`src/rtl/msi_line_ctrl.sv`:
```
// rtl/msi_line_ctrl.sv - CPU request lookup and bus sequencing stage in front of the MSI next-state FSM
module msi_line_ctrl #(
   parameter int INDEX_W = 2,
   parameter int TAG_W   = 6
) (
   input  logic                       clk,
   input  logic                       rst,
   input  logic                       cpu_req_valid,
   output logic                       cpu_req_ready,
   input  logic                       cpu_req_we,
   input  logic [TAG_W+INDEX_W-1:0]   cpu_req_addr,
   output logic [1:0]                 state_in,
   output logic                       cpu_write_hit,
   output logic                       cpu_read_hit,
   output logic                       cpu_write_miss,
   output logic                       cpu_read_miss,
   input  logic [1:0]                 state_next,
   output logic                       bus_req_valid,
   output logic [1:0]                 bus_req_cmd,
   output logic [TAG_W+INDEX_W-1:0]   bus_req_addr,
   input  logic                       bus_req_ack,
   output logic                       cpu_resp_valid,
   output logic                       cpu_resp_hit,
   output logic                       cpu_resp_err
);

   localparam int A      = TAG_W + INDEX_W;
   localparam int NLINES = 1 << INDEX_W;

   localparam logic [1:0] L_INV = 2'b00;
   localparam logic [1:0] L_MOD = 2'b01;
   localparam logic [1:0] L_SHR = 2'b10;

   localparam logic [1:0] CMD_INVAL = 2'b00;
   localparam logic [1:0] CMD_WMISS = 2'b01;
   localparam logic [1:0] CMD_RMISS = 2'b10;
   localparam logic [1:0] CMD_WBACK = 2'b11;

   typedef enum logic [2:0] {
      ST_IDLE,
      ST_LOOKUP,
      ST_WB,
      ST_BUS,
      ST_RESP
   } ctrl_state_t;

   ctrl_state_t        ctrl_q;

   // Line array
   logic [1:0]         line_state_q [NLINES];
   logic [TAG_W-1:0]   line_tag_q   [NLINES];

   // Captured request and lookup context
   logic               we_q;
   logic [A-1:0]       addr_q;
   logic               hit_q;
   logic [1:0]         victim_state_q;
   logic [TAG_W-1:0]   victim_tag_q;
   logic [1:0]         next_q;
   logic [1:0]         pend_cmd_q;

   // Registered outputs
   logic               ready_q;
   logic [1:0]         state_in_q;
   logic [3:0]         strobe_q;   // {write_hit, read_hit, write_miss, read_miss}
   logic               bus_valid_q;
   logic [1:0]         bus_cmd_q;
   logic [A-1:0]       bus_addr_q;
   logic               resp_valid_q;
   logic               resp_hit_q;
   logic               resp_err_q;

   // Lookup of the incoming request address and the LOOKUP exit decision
   logic [INDEX_W-1:0] in_idx_d;
   logic [TAG_W-1:0]   in_tag_d;
   logic               in_hit_d;
   logic [1:0]         in_line_state_d;
   logic               next_err_d;
   logic               need_wb_d;
   logic               need_bus_d;
   logic [1:0]         bus_cmd_d;

   // Classify the incoming request against the committed line and pick the LOOKUP exit path
   always_comb begin
      in_idx_d        = cpu_req_addr[INDEX_W-1:0];
      in_tag_d        = cpu_req_addr[A-1:INDEX_W];
      in_line_state_d = line_state_q[in_idx_d];
      in_hit_d        = (in_line_state_d != L_INV) && (line_tag_q[in_idx_d] == in_tag_d);

      next_err_d = !((state_next == L_MOD) || (state_next == L_SHR));
      need_wb_d  = !hit_q && (victim_state_q == L_MOD) &&
                   (victim_tag_q != addr_q[A-1:INDEX_W]);
      need_bus_d = !hit_q || (we_q && (victim_state_q == L_SHR));
      if (!hit_q) begin
         bus_cmd_d = we_q ? CMD_WMISS : CMD_RMISS;
      end else begin
         bus_cmd_d = CMD_INVAL;
      end
   end

   // Request sequencer: accept, look up, write back victim, issue bus command, respond and commit
   always_ff @(posedge clk or posedge rst) begin
      if (rst) begin
         ctrl_q         <= ST_IDLE;
         for (int i = 0; i < NLINES; i++) begin
            line_state_q[i] <= L_INV;
            line_tag_q[i]   <= '0;
         end
         we_q           <= 1'b0;
         addr_q         <= '0;
         hit_q          <= 1'b0;
         victim_state_q <= L_INV;
         victim_tag_q   <= '0;
         next_q         <= L_INV;
         pend_cmd_q     <= CMD_INVAL;
         ready_q        <= 1'b0;
         state_in_q     <= L_INV;
         strobe_q       <= '0;
         bus_valid_q    <= 1'b0;
         bus_cmd_q      <= CMD_INVAL;
         bus_addr_q     <= '0;
         resp_valid_q   <= 1'b0;
         resp_hit_q     <= 1'b0;
         resp_err_q     <= 1'b0;
      end else begin
         case (ctrl_q)
            ST_IDLE: begin
               if (!ready_q) begin
                  // First cycle out of reset: open the request port
                  ready_q <= 1'b1;
               end else if (cpu_req_valid) begin
                  ready_q        <= 1'b0;
                  we_q           <= cpu_req_we;
                  addr_q         <= cpu_req_addr;
                  hit_q          <= in_hit_d;
                  victim_state_q <= in_line_state_d;
                  victim_tag_q   <= line_tag_q[in_idx_d];
                  state_in_q     <= in_hit_d ? in_line_state_d : L_INV;
                  strobe_q       <= { cpu_req_we &  in_hit_d,
                                     ~cpu_req_we &  in_hit_d,
                                      cpu_req_we & ~in_hit_d,
                                     ~cpu_req_we & ~in_hit_d };
                  ctrl_q         <= ST_LOOKUP;
               end
            end

            ST_LOOKUP: begin
               strobe_q   <= '0;
               state_in_q <= L_INV;
               next_q     <= state_next;
               pend_cmd_q <= bus_cmd_d;
               if (next_err_d) begin
                  resp_valid_q <= 1'b1;
                  resp_hit_q   <= hit_q;
                  resp_err_q   <= 1'b1;
                  ctrl_q       <= ST_RESP;
               end else if (need_wb_d) begin
                  bus_valid_q <= 1'b1;
                  bus_cmd_q   <= CMD_WBACK;
                  bus_addr_q  <= {victim_tag_q, addr_q[INDEX_W-1:0]};
                  ctrl_q      <= ST_WB;
               end else if (need_bus_d) begin
                  bus_valid_q <= 1'b1;
                  bus_cmd_q   <= bus_cmd_d;
                  bus_addr_q  <= addr_q;
                  ctrl_q      <= ST_BUS;
               end else begin
                  resp_valid_q <= 1'b1;
                  resp_hit_q   <= hit_q;
                  resp_err_q   <= 1'b0;
                  ctrl_q       <= ST_RESP;
               end
            end

            ST_WB: begin
               // Valid stays high: the request's own command follows the writeback directly
               if (bus_req_ack) begin
                  bus_cmd_q  <= pend_cmd_q;
                  bus_addr_q <= addr_q;
                  ctrl_q     <= ST_BUS;
               end
            end

            ST_BUS: begin
               if (bus_req_ack) begin
                  bus_valid_q  <= 1'b0;
                  bus_cmd_q    <= CMD_INVAL;
                  bus_addr_q   <= '0;
                  resp_valid_q <= 1'b1;
                  resp_hit_q   <= hit_q;
                  resp_err_q   <= 1'b0;
                  ctrl_q       <= ST_RESP;
               end
            end

            ST_RESP: begin
               resp_valid_q <= 1'b0;
               resp_hit_q   <= 1'b0;
               resp_err_q   <= 1'b0;
               if (!resp_err_q) begin
                  line_state_q[addr_q[INDEX_W-1:0]] <= next_q;
                  line_tag_q[addr_q[INDEX_W-1:0]]   <= addr_q[A-1:INDEX_W];
               end
               ready_q <= 1'b1;
               ctrl_q  <= ST_IDLE;
            end

            default: begin
               ctrl_q <= ST_IDLE;
            end
         endcase
      end
   end

   assign cpu_req_ready  = ready_q;
   assign state_in       = state_in_q;
   assign cpu_write_hit  = strobe_q[3];
   assign cpu_read_hit   = strobe_q[2];
   assign cpu_write_miss = strobe_q[1];
   assign cpu_read_miss  = strobe_q[0];
   assign bus_req_valid  = bus_valid_q;
   assign bus_req_cmd    = bus_cmd_q;
   assign bus_req_addr   = bus_addr_q;
   assign cpu_resp_valid = resp_valid_q;
   assign cpu_resp_hit   = resp_hit_q;
   assign cpu_resp_err   = resp_err_q;

endmodule

```
`config.mk`:
```
export PLATFORM = sky130hd
export DESIGN_NAME = msi_line_ctrl
export DESIGN_NICKNAME = d
export VERILOG_FILES = /design/src/rtl/msi_line_ctrl.sv
export SDC_FILE = /design/constraint.sdc
export NUM_CORES = 1
export LEC_CHECK = 0
export ABC_AREA = 1
export CAP_MARGIN = 40
export CORE_MARGIN = 2
export CORE_UTILIZATION = 59
export CTS_BUF_LIST = sky130_fd_sc_hd__clkbuf_2
export CTS_CLUSTER_DIAMETER = 50
export CTS_CLUSTER_SIZE = 40
export DETAILED_ROUTE_END_ITERATION = 10
export PLACE_DENSITY = 0.87
export SLEW_MARGIN = 0
export SYNTH_ARGS = -nofsm -noshare
export SYNTH_HDL_FRONTEND = slang
export SYNTH_SLANG_ARGS = --single-unit
```
`constraint.sdc`:
```
create_clock -name clk -period 3.4 [get_ports clk]
set_clock_uncertainty 0.2 [all_clocks]
set_input_delay 0.68 -clock clk [delete_from_list [all_inputs] [get_ports clk]]
set_output_delay 0.68 -clock clk [all_outputs]
set_load 0.005 [all_outputs]
```
==> flow_summary.ini, run 1 <==
[critical_path]
cp-start-kind = input pin
crit_slowest_cell = clkdlybuf4s50_1
crit_buf_inv = 2
r2r_slack_ps = 1180
r2r-end = line_state_q[1]
cp_top_family = buffers and inverters
path_depth = 12
cp-end-kind = flop
path_cells = clkdlybuf4s50_1 > inv_4 > nand2_1 > nand3_1 > nand2_1 > nand2_1 > nand2_1 > nand2_1 > nor2_2 > nand2_1 > nand2_1 > nand2_1
rr_startpoint = ctrl_q[0]
crit_type = in2reg
crit_path_start = cpu_req_addr[0]
cp-endpoint = strobe_q[1]
cpMostUsedCell = nand2_1
reg2reg_depth = 4
required_ps = 3630
cp.arrival_ps = 2610
critPathMaxFanout = 16
timing.critical_path.slowest_cell_delay_ps = 840

[synthesis]
syn_nets = 463
yosysSeqAreaShare = 0.521
ys_warn_count = 0
syn_inst = 448
synth.distinct_cells = 30
yosysTopAreaCell = dfrtp_1
ys_ff_latch = 78
synth_common_cells = nand2_1 (135), dfrtp_1 (78), nor2_1 (48), a21oi_1 (41), nand3_1 (41)
ys_top_cells_by_area = dfrtp_1 (52%), nand2_1 (14%), a21oi_1 (5.5%), nand3_1 (5.5%), nor2_1 (4.8%)
synth_area_mm2 = 0.00374
synth_area_per_cell_um2 = 8.36
synth_edf_count = 0
synth_top_cell_area_share = 0.521
async_flop_share = 1.00
ys.flop_type = dfrtp_1
synth.most_common_cell = nand2_1

[final_layout]
diodes = 0
seq_area_mm2 = 0.00195
fill_cells = 506
final_layout_size_suffix_gt1_frac = 0.0939
final_util = 0.672
nets = 500
multi_input_comb_area_mm2 = 0.00155
syn2layout_area_growth_pct = 12.1
fin_cells = 567
final_cell_area_mm2 = 0.00420

[placed_design]
dp_hpwl_um = 5820
dp.cells = 551
place_area_mm2 = 0.00412
gp_congestion = 0.934
port_buffers = 35

[clock_network]
post-cts-setup-buffers = 0
clk_root_buffer_cell = clkbuf_2
cts_resized = 0
clk_pin_slew_ps = 200
cts_tree = built
htree_levels = 3
clock_path_buffers = 2
postCtsHoldBufs = 0
clk-insertion-delay-late_ps = 510
cts_buffers = 9
clkSinkCount = 78

[floorplanning]
row_count = 29
ios = 36
initial_core_util = 0.600
fp.dieArea_mm2 = 0.00700
core_mm2 = 0.00624
die_h_um = 83.7
die_w_um = 83.7

[pwr]
power_switching_mw = 1.52
pwr-share-clk = 0.110
p_int_mw = 2.07
p_sw_frac = 0.424
ir_drop_mv = 0.459
power_frac_comb = 0.438
p_seq_frac = 0.453
leakagePower_nw = 2.05
cellPowerDensity_mw_per_mm2 = 856

[drt]
postRouteAntennaNets = 0
wl_per_cell_um = 13.5
totalWireLength_um = 7630
vias_per_cell = 5.44
vias = 3086
first_pass_iters = 5
drtIter0Drc = 194
route.detailed.drc = 0

[job]
maxCapViolCount = 0

[sta]
setup_violations = 0
final-hold-violation-count = 0
max_freq_ghz = 0.420
min_period_over_period = 0.700
slew-limit-headroom = 0.605
min_period_ps = 2380
rsz0062_at_grt = no
tns_ps = 0
worst_slew_pin_slew_ps = 590
drv_slew = 0

[grt]
grt_pass1_vias = 2839
grt_pass1_wl_um = 13100
grt-ovfl-total = 0
grt_usage = 0.234
grt_max_degree = 29
antenna_found_initial = 0

[run_status]
status = finished, final reports clean

[worst_hold_path]
hold_class = in2async
[registers in the layout, indices dropped and copies added, names as in the netlist]
| name | cells |
|---|---|
| victim_tag_q | 6 |
| victim_state_q | 2 |
| bus_req_cmd | 2 |
| bus_req_addr | 8 |
| line_tag_q | 24 |
| state_in | 2 |
| bus_req_valid | 1 |
| ctrl_q | 3 |
| next_q | 2 |
| we_q | 1 |
| cpu_resp_hit | 1 |
| line_state_q | 8 |
| cpu_resp_valid | 1 |
| cpu_req_ready | 1 |
| cpu_resp_err | 1 |
| pend_cmd_q | 2 |
| hit_q | 1 |
| strobe_q | 4 |
| addr_q | 8 |
[power groups by stage]
| stage | clock network, mW | logic [mW] | registers [mW] |
|---|---|---|---|
| 3_5_place_dp | 0 | 1.57 | 1.65 |
| 5_1_grt | 0.446 | 1.79 | 1.67 |
| 2_1_floorplan | 0 | 1.16 | 1.58 |
| 4_1_cts | 0.404 | 1.58 | 1.62 |
| 3_3_place_gp | 0 | 1.52 | 1.63 |
| 6_report | 0.395 | 1.57 | 1.63 |
[kinds of logic (layout without fill, tap and decap cells)]
| family | count (synthesis) | count (layout) | share of synthesized area |
|---|---|---|---|
| compound gates | 72 | 72 | 0.102 |
| flops | 78 | 78 | 0.521 |
| simple gates | 239 | 239 | 0.283 |
| buf+inv | 49 | 91 | 0.0651 |
| mux | 8 | 8 | 0.0241 |
| xor+xnor | 2 | 2 | 0.00468 |
[metrics by stage]
stage	worst slack [ps]	hold slack (ps)	power, mW
floorplan	525	252	2.74
global placement	597	266	3.15
detailed placement	493	269	3.22
CTS	1060	296	3.60
global route	785	329	3.91
finish	1020	298	3.59
[worst reg2reg max path, delay by kind of cell (launching register included)]
family | cells | cell delay (ps)
flops | 1 | 490
simple gates | 3 | 1040
mux | 1 | 410
[layer usage]
metal,vias to the layer above,share of wire,GRT usage
met4,0,0.019,0.0982
met2,91,0.45,0.352
met5,-,0,0
met1,1452,0.46,0.338
li1,1526,-,-
met3,17,0.061,0.0435
[area by class of cell]
| class | count | share of cell area |
|---|---|---|
| Multi-Input combinational cell | 321 | 0.369 |
| Inverter | 36 | 0.0334 |
| Clock inverter | 6 | 0.00686 |
| Clock buffer | 10 | 0.0119 |
| Tap cell | 77 | 0.0230 |
| Timing Repair Buffer | 39 | 0.0906 |
| Sequential cell | 78 | 0.465 |
[worst min path at each step]
stage,from,end,slack [ps],cells past startpoint
floorplan,pend_cmd_q[0],pend_cmd_q[0],250,2
global placement,strobe_q[3],strobe_q[3],270,2
detailed placement,bus_req_addr[0],bus_req_addr[0],270,2
CTS,rst,line_tag_q[4],300,2
global route,rst,line_tag_q[4],330,2
finish,rst,line_tag_q[4],300,2
[layout by cell type (no fill, tap or decap)]
| cell | n |
|---|---|
| nand2_1 | 135 |
| dfrtp_1 | 78 |
| nor2_1 | 48 |
| nand3_1 | 41 |
| a21oi_1 | 41 |
| clkdlybuf4s50_1 | 35 |
| inv_1 | 30 |
| o21ai_0 | 23 |
| clkbuf_2 | 10 |
| mux2_2 | 8 |
| clkinv_2 | 5 |
| inv_2 | 4 |
| nor3_4 | 4 |
| o31ai_1 | 4 |
| buf_4 | 4 |
| nor2_2 | 3 |
| nand2_2 | 2 |
| inv_4 | 2 |
| nor3_2 | 1 |
| nor2_4 | 1 |
| xor2_1 | 1 |
| nand3b_4 | 1 |
| nand3_4 | 1 |
| nand3b_1 | 1 |
| xnor2_1 | 1 |
| nor3_1 | 1 |
| a221oi_1 | 1 |
| o22ai_1 | 1 |
| a2bb2oi_1 | 1 |
| o21bai_1 | 1 |
| clkinv_1 | 1 |
(Power assumes the default switching activity.)
==> inputs of run 2 (changes only) <==
--- a/config.mk
+++ b/config.mk
@@ -8,12 +8,12 @@
 export ABC_AREA = 1
 export CAP_MARGIN = 40
 export CORE_MARGIN = 2
-export CORE_UTILIZATION = 59
+export CORE_UTILIZATION = 53
 export CTS_BUF_LIST = sky130_fd_sc_hd__clkbuf_2
 export CTS_CLUSTER_DIAMETER = 50
 export CTS_CLUSTER_SIZE = 40
 export DETAILED_ROUTE_END_ITERATION = 10
-export PLACE_DENSITY = 0.87
+export PLACE_DENSITY = 0.83
 export SLEW_MARGIN = 0
 export SYNTH_ARGS = -nofsm -noshare
 export SYNTH_HDL_FRONTEND = slang
==> constraint.sdc (replaced) <==
create_clock -name clk -period 1.95 [get_ports clk]
set_clock_uncertainty 0.2 [all_clocks]
set_input_delay 0.39 -clock clk [delete_from_list [all_inputs] [get_ports clk]]
set_output_delay 0.39 -clock clk [all_outputs]
set_load 0.005 [all_outputs]
==> flow_summary.ini, run 2 (synthesis results as in run 1) <==
[drt]
route.met3.wl_um = 414
totalWireLength_um = 8330
route.detailed.drc = 0
top_layer = met4
wl_per_cell_um = 13.4
vias_per_cell = 5.14
postRouteAntennaNets = 0
wl_met1_um = 3780
wl_met2_um = 3920
first_pass_iters = 4
vias = 3192
drtIter0Drc = 153

[critical_path]
path_cells = buf_4 > nand2_2 > nor2_4 > inv_4 > nor2_1 > nor2_1 > buf_4 > o21ai_0 > nand2_1
cp_top_family = simple AND/OR/NAND/NOR gates
crit_buf_inv = 3
critPathMaxFanout = 5
cp-start-kind = flop
crit_type = reg2reg
required_ps = 2170
crit_slowest_cell = dfrtp_1
cp-end-kind = flop
cp.arrival_ps = 2060
timing.critical_path.slowest_cell_delay_ps = 440

[final_layout]
max_flop_register = line_tag_q
final_layout_size_suffix_gt1_frac = 0.164
fin_cells = 621
diodes = 0
syn2layout_area_growth_pct = 22.1
largest_reg_flops = 24
nets = 536
layout_commonest_cell = nand2_1
final_cell_mix = nand2_1 (135), dfrtp_1 (77), nor2_1 (46)

[sta]
slew-limit-headroom = 0.734
final-hold-violation-count = 0
min_period_ps = 1840
setup_violations = 0
drv_slew = 0
worst_slew_pin_slew_ps = 398
max_freq_ghz = 0.543
tns_ps = 0
min_period_over_period = 0.945

[clock_network]
postCtsHoldBufs = 0
clk_root_buffer_cell = clkbuf_2
cts_tree = built
clock_path_buffers = 2
cts_buffers = 9
clk-insertion-delay-late_ps = 510
htree_levels = 3
clk_pin_slew_ps = 210
clkSinkCount = 78

[worst_hold_path]
hold_class = in2async

[floorplanning]
core_mm2 = 0.00683
ios = 36
initial_core_util = 0.548
die_h_um = 88.1
row_count = 30
fp.dieArea_mm2 = 0.00775
die_w_um = 88.1

[grt]
antenna_found_initial = 0
grt_pass1_wl_um = 14200
grt-ovfl-total = 0
grt_usage = 0.238
grt_pass1_vias = 3140
grt_max_degree = 79

[pwr]
leakagePower_nw = 2.30
cellPowerDensity_mw_per_mm2 = 1530
pwr-share-clk = 0.155
power_switching_mw = 2.80
p_sw_frac = 0.400
ir_drop_mv = 0.677
p_seq_frac = 0.401
power_frac_comb = 0.444
p_int_mw = 4.20

[run_status]
status = finished, final reports clean

[job]
maxCapViolCount = 0

[placed_design]
port_buffers = 35
dp.cells = 594
dp_hpwl_um = 6060
gp_congestion = 0.857
run 2: cell types whose count changed in the layout (fill, tap and decap cells not counted), moves of 2 or more:
cell             delta
nor2_1              -2
bufinv_16           +3
nor2_2              +2
buf_4              +34
clkdlybuf4s50_1    -21
clkinv_2            -4
dlygate4sd2_1      +21
run 2: power groups by stage:
stage	registers, mW	clock network [mW]	logic [mW]
final	2.81	1.09	3.11
after global routing	2.90	1.18	3.53
after CTS	2.79	1.11	3.06
after detailed placement	2.85	0	3.00
after global placement	2.82	0	2.90
after floorplan	2.75	0	2.02
run 2: final timing paths:
check / start / end / slack, ps / cells past startpoint
max: ctrl_q[0] / ctrl_q[1] / 110 / 9
max reg2reg: ctrl_q[0] / ctrl_q[1] / 110 / 9
min in group clk: cpu_req_addr[3] / addr_q[3] / 280 / 3
min: rst / bus_req_addr[0] / 100 / 3
min reg2reg: state_in[1] / state_in[1] / 300 / 2
max in group asynchronous: rst / victim_tag_q[2] / 1120 / 3
run 2: what timing repair did:
action | CTS | global route
setup buffers | 11 | 0
endpoints found under the setup margin | 21 | 45
cloned | 0 | 1
gates resized for setup | 21 | 7
run 2: cell type report:
class / instances / area [um2]
repair buffers: 74 / 629
inverters: 36 / 149
flip-flops and latches: 78 / 1950
multi-input cells: 322 / 1570
clock buffers: 10 / 50.0
clock inverters: 5 / 98.8
well taps: 96 / 120
fillers: 572 / 2260
run 2: worst reg2reg max path: stages, from the launching register on:
cell	delay [ps]
dfrtp_1	440
buf_4	150
nand2_2	70
nor2_4	150
inv_4	40
nor2_1	190
nor2_1	100
buf_4	160
o21ai_0	180
nand2_1	70
run 2: routing by layer:
metal / vias to the layer above / global-route usage
met2: 87 / 0.366
met3: 19 / 0.0518
met1: 1485 / 0.331
met4: 0 / 0.0950
met5: - / 0
li1: 1601 / -
run 2: stage by stage:
stage	hold slack, ps	worst slack, ps	power [mW]	cell area (um2)	util
finish	97.8	108	7.00	4570	0.669
global route	99.3	-17.4	7.62	4570	0.669
CTS	90.8	50.8	6.96	4540	0.665
detailed placement	266	-364	5.86	4340	0.635
global placement	263	-299	5.72	4340	0.635
floorplan	252	188	4.78	3750	-
==> inputs of run 3 (changes only) <==
--- a/config.mk
+++ b/config.mk
@@ -8,12 +8,14 @@
 export ABC_AREA = 1
 export CAP_MARGIN = 40
 export CORE_MARGIN = 2
-export CORE_UTILIZATION = 53
+export CORE_UTILIZATION = 59
 export CTS_BUF_LIST = sky130_fd_sc_hd__clkbuf_2
 export CTS_CLUSTER_DIAMETER = 50
 export CTS_CLUSTER_SIZE = 40
 export DETAILED_ROUTE_END_ITERATION = 10
+export DONT_BUFFER_PORTS = 1
 export PLACE_DENSITY = 0.83
+export SKIP_CTS_REPAIR_TIMING = 1
 export SLEW_MARGIN = 0
 export SYNTH_ARGS = -nofsm -noshare
 export SYNTH_HDL_FRONTEND = slang
==> constraint.sdc (replaced) <==
create_clock -name clk -period 1.95 [get_ports clk]
set_clock_uncertainty 0.2 [all_clocks]
set_input_delay 0.39 -clock clk [delete_from_list [all_inputs] [get_ports clk]]
set_output_delay 0.39 -clock clk [all_outputs]
set_load 0.05 [all_outputs]
==> flow_summary.ini, run 3 (synthesis results as in run 1) <==
[sta]
worst_hold_slack_ps = -22.7
min_period_over_period = 0.953
max_freq_ghz = 0.538
timing.final.ws_setup_ps = 92.4
final-hold-violation-count = 2
setup_violations = 0
drv_slew = 0
rsz0062_at_grt = no
min_period_ps = 1860
worst_slew_pin_slew_ps = 611
tns_ps = 0
slew-limit-headroom = 0.592

[grt]
antenna_found_initial = 0
grt_pass1_wl_um = 13400
grt_usage = 0.242
grt_max_degree = 32
grt-ovfl-total = 0
grt_pass1_vias = 2809

[critical_path]
crit_path_start = ctrl_q[0]
timing.critical_path.slowest_cell_delay_ps = 480
critPathMaxFanout = 12
crit_buf_inv = 1
cp_top_family = simple AND/OR/NAND/NOR gates
cp.arrival_ps = 2100
required_ps = 2200
crit_type = reg2reg
cp-end-kind = flop
path_cells = nor2_2 > nand3_4 > nor3_4 > buf_4 > nor2_1 > a21oi_1
cp-start-kind = flop
rr_startpoint = ctrl_q[0]
crit_slowest_cell = dfrtp_1

[drt]
drtIter0Drc = 200
vias_per_cell = 5.65
postRouteAntennaNets = 0
route.detailed.drc = 0
vias = 3158
wl_per_cell_um = 14.9
first_pass_iters = 4
totalWireLength_um = 8360

[floorplanning]
die_h_um = 83.7
row_count = 29
core_mm2 = 0.00624
fp.dieArea_mm2 = 0.00700
die_w_um = 83.7
ios = 36
initial_core_util = 0.600

[placed_design]
pre_cts_slack_ps = 110
dp_hpwl_um = 5920
gp_congestion = 0.864
port_buffers = 0

[clock_network]
cts_tree = built
htree_levels = 3
clk-insertion-delay-late_ps = 530
clk_pin_slew_ps = 230
cts_buffers = 9
clkSinkCount = 78
clk_root_buffer_cell = clkbuf_2
clock_path_buffers = 2

[pwr]
p_sw_frac = 0.459
cellPowerDensity_mw_per_mm2 = 1700
p_int_mw = 3.87
ir_drop_mv = 1.05
leakagePower_nw = 2.07
power_frac_comb = 0.380
pwr-share-clk = 0.155
power_switching_mw = 3.28
p_seq_frac = 0.464

[worst_hold_path]
holdCritStartpoint = cpu_req_addr[0]
hold_class = in2reg

[final_layout]
syn2layout_area_growth_pct = 12.4
diodes = 0
final_layout_size_suffix_gt1_frac = 0.133
fill_cells = 496
max_flop_register = line_tag_q
largest_reg_flops = 24
final_cell_mix = nand2_1 (134), dfrtp_1 (77), nor2_1 (45)
layout_commonest_cell = nand2_1
nets = 492

[job]
maxCapViolCount = 0

[run_status]
violations = negative hold slack
status = complete, but fails checks
run 3: power groups by stage:
stage               logic (mW)  registers [mW]  clock network (mW)
CTS                       2.62            3.31                1.12
finish                    2.72            3.32                1.11
global route              3.07            3.40                1.20
detailed placement        2.60            3.35                   0
global placement          2.50            3.32                   0
floorplan                 2.02            3.26                   0
run 3: final timing paths:
check                                  end  slack, ps  cells after the start
max                         line_tag_q[12]         90                      6
max in group asynchronous   line_tag_q[23]        830                      3
min reg2reg                  pend_cmd_q[1]        330                      1
max reg2reg                 line_tag_q[12]         90                      6
min in group asynchronous  line_state_q[2]        160                      2
min                        victim_tag_q[5]        -20                      4
run 3: per-stage QoR:
step	total power, mW	utilization	std cells	cell area, um2
after global placement	5.82	0.621	527	3880
after floorplan	5.28	-	448	3750
after global routing	7.67	0.674	559	4210
final	7.15	0.674	559	4210
after CTS	7.05	0.647	543	4040
after detailed placement	5.95	0.621	527	3880
run 3: cell type report:
cell class / instances / area (um2) / share of cell area
inverters: 36 / 146 / 0.0348
clock buffers: 9 / 45.0 / 0.0107
well taps: 77 / 96.3 / 0.0229
clock inverters: 7 / 113 / 0.0268
multi-input cells: 322 / 1570 / 0.373
repair buffers: 30 / 285 / 0.0678
flip-flops and latches: 78 / 1950 / 0.464
run 3: worst reg2reg max path, stage by stage (launching register included):
cell and delay, ps:
dfrtp_1 480, nor2_2 240, nand3_4 180, nor3_4 200
buf_4 230, nor2_1 60, a21oi_1 180
run 3: per-layer routing:
metal,share of wire,up-vias,global-route usage
li1,-,1525,-
met1,0.45,1499,0.334
met2,0.47,118,0.378
met3,0.063,16,0.0673
met4,0.015,0,0.0704
met5,0,-,0
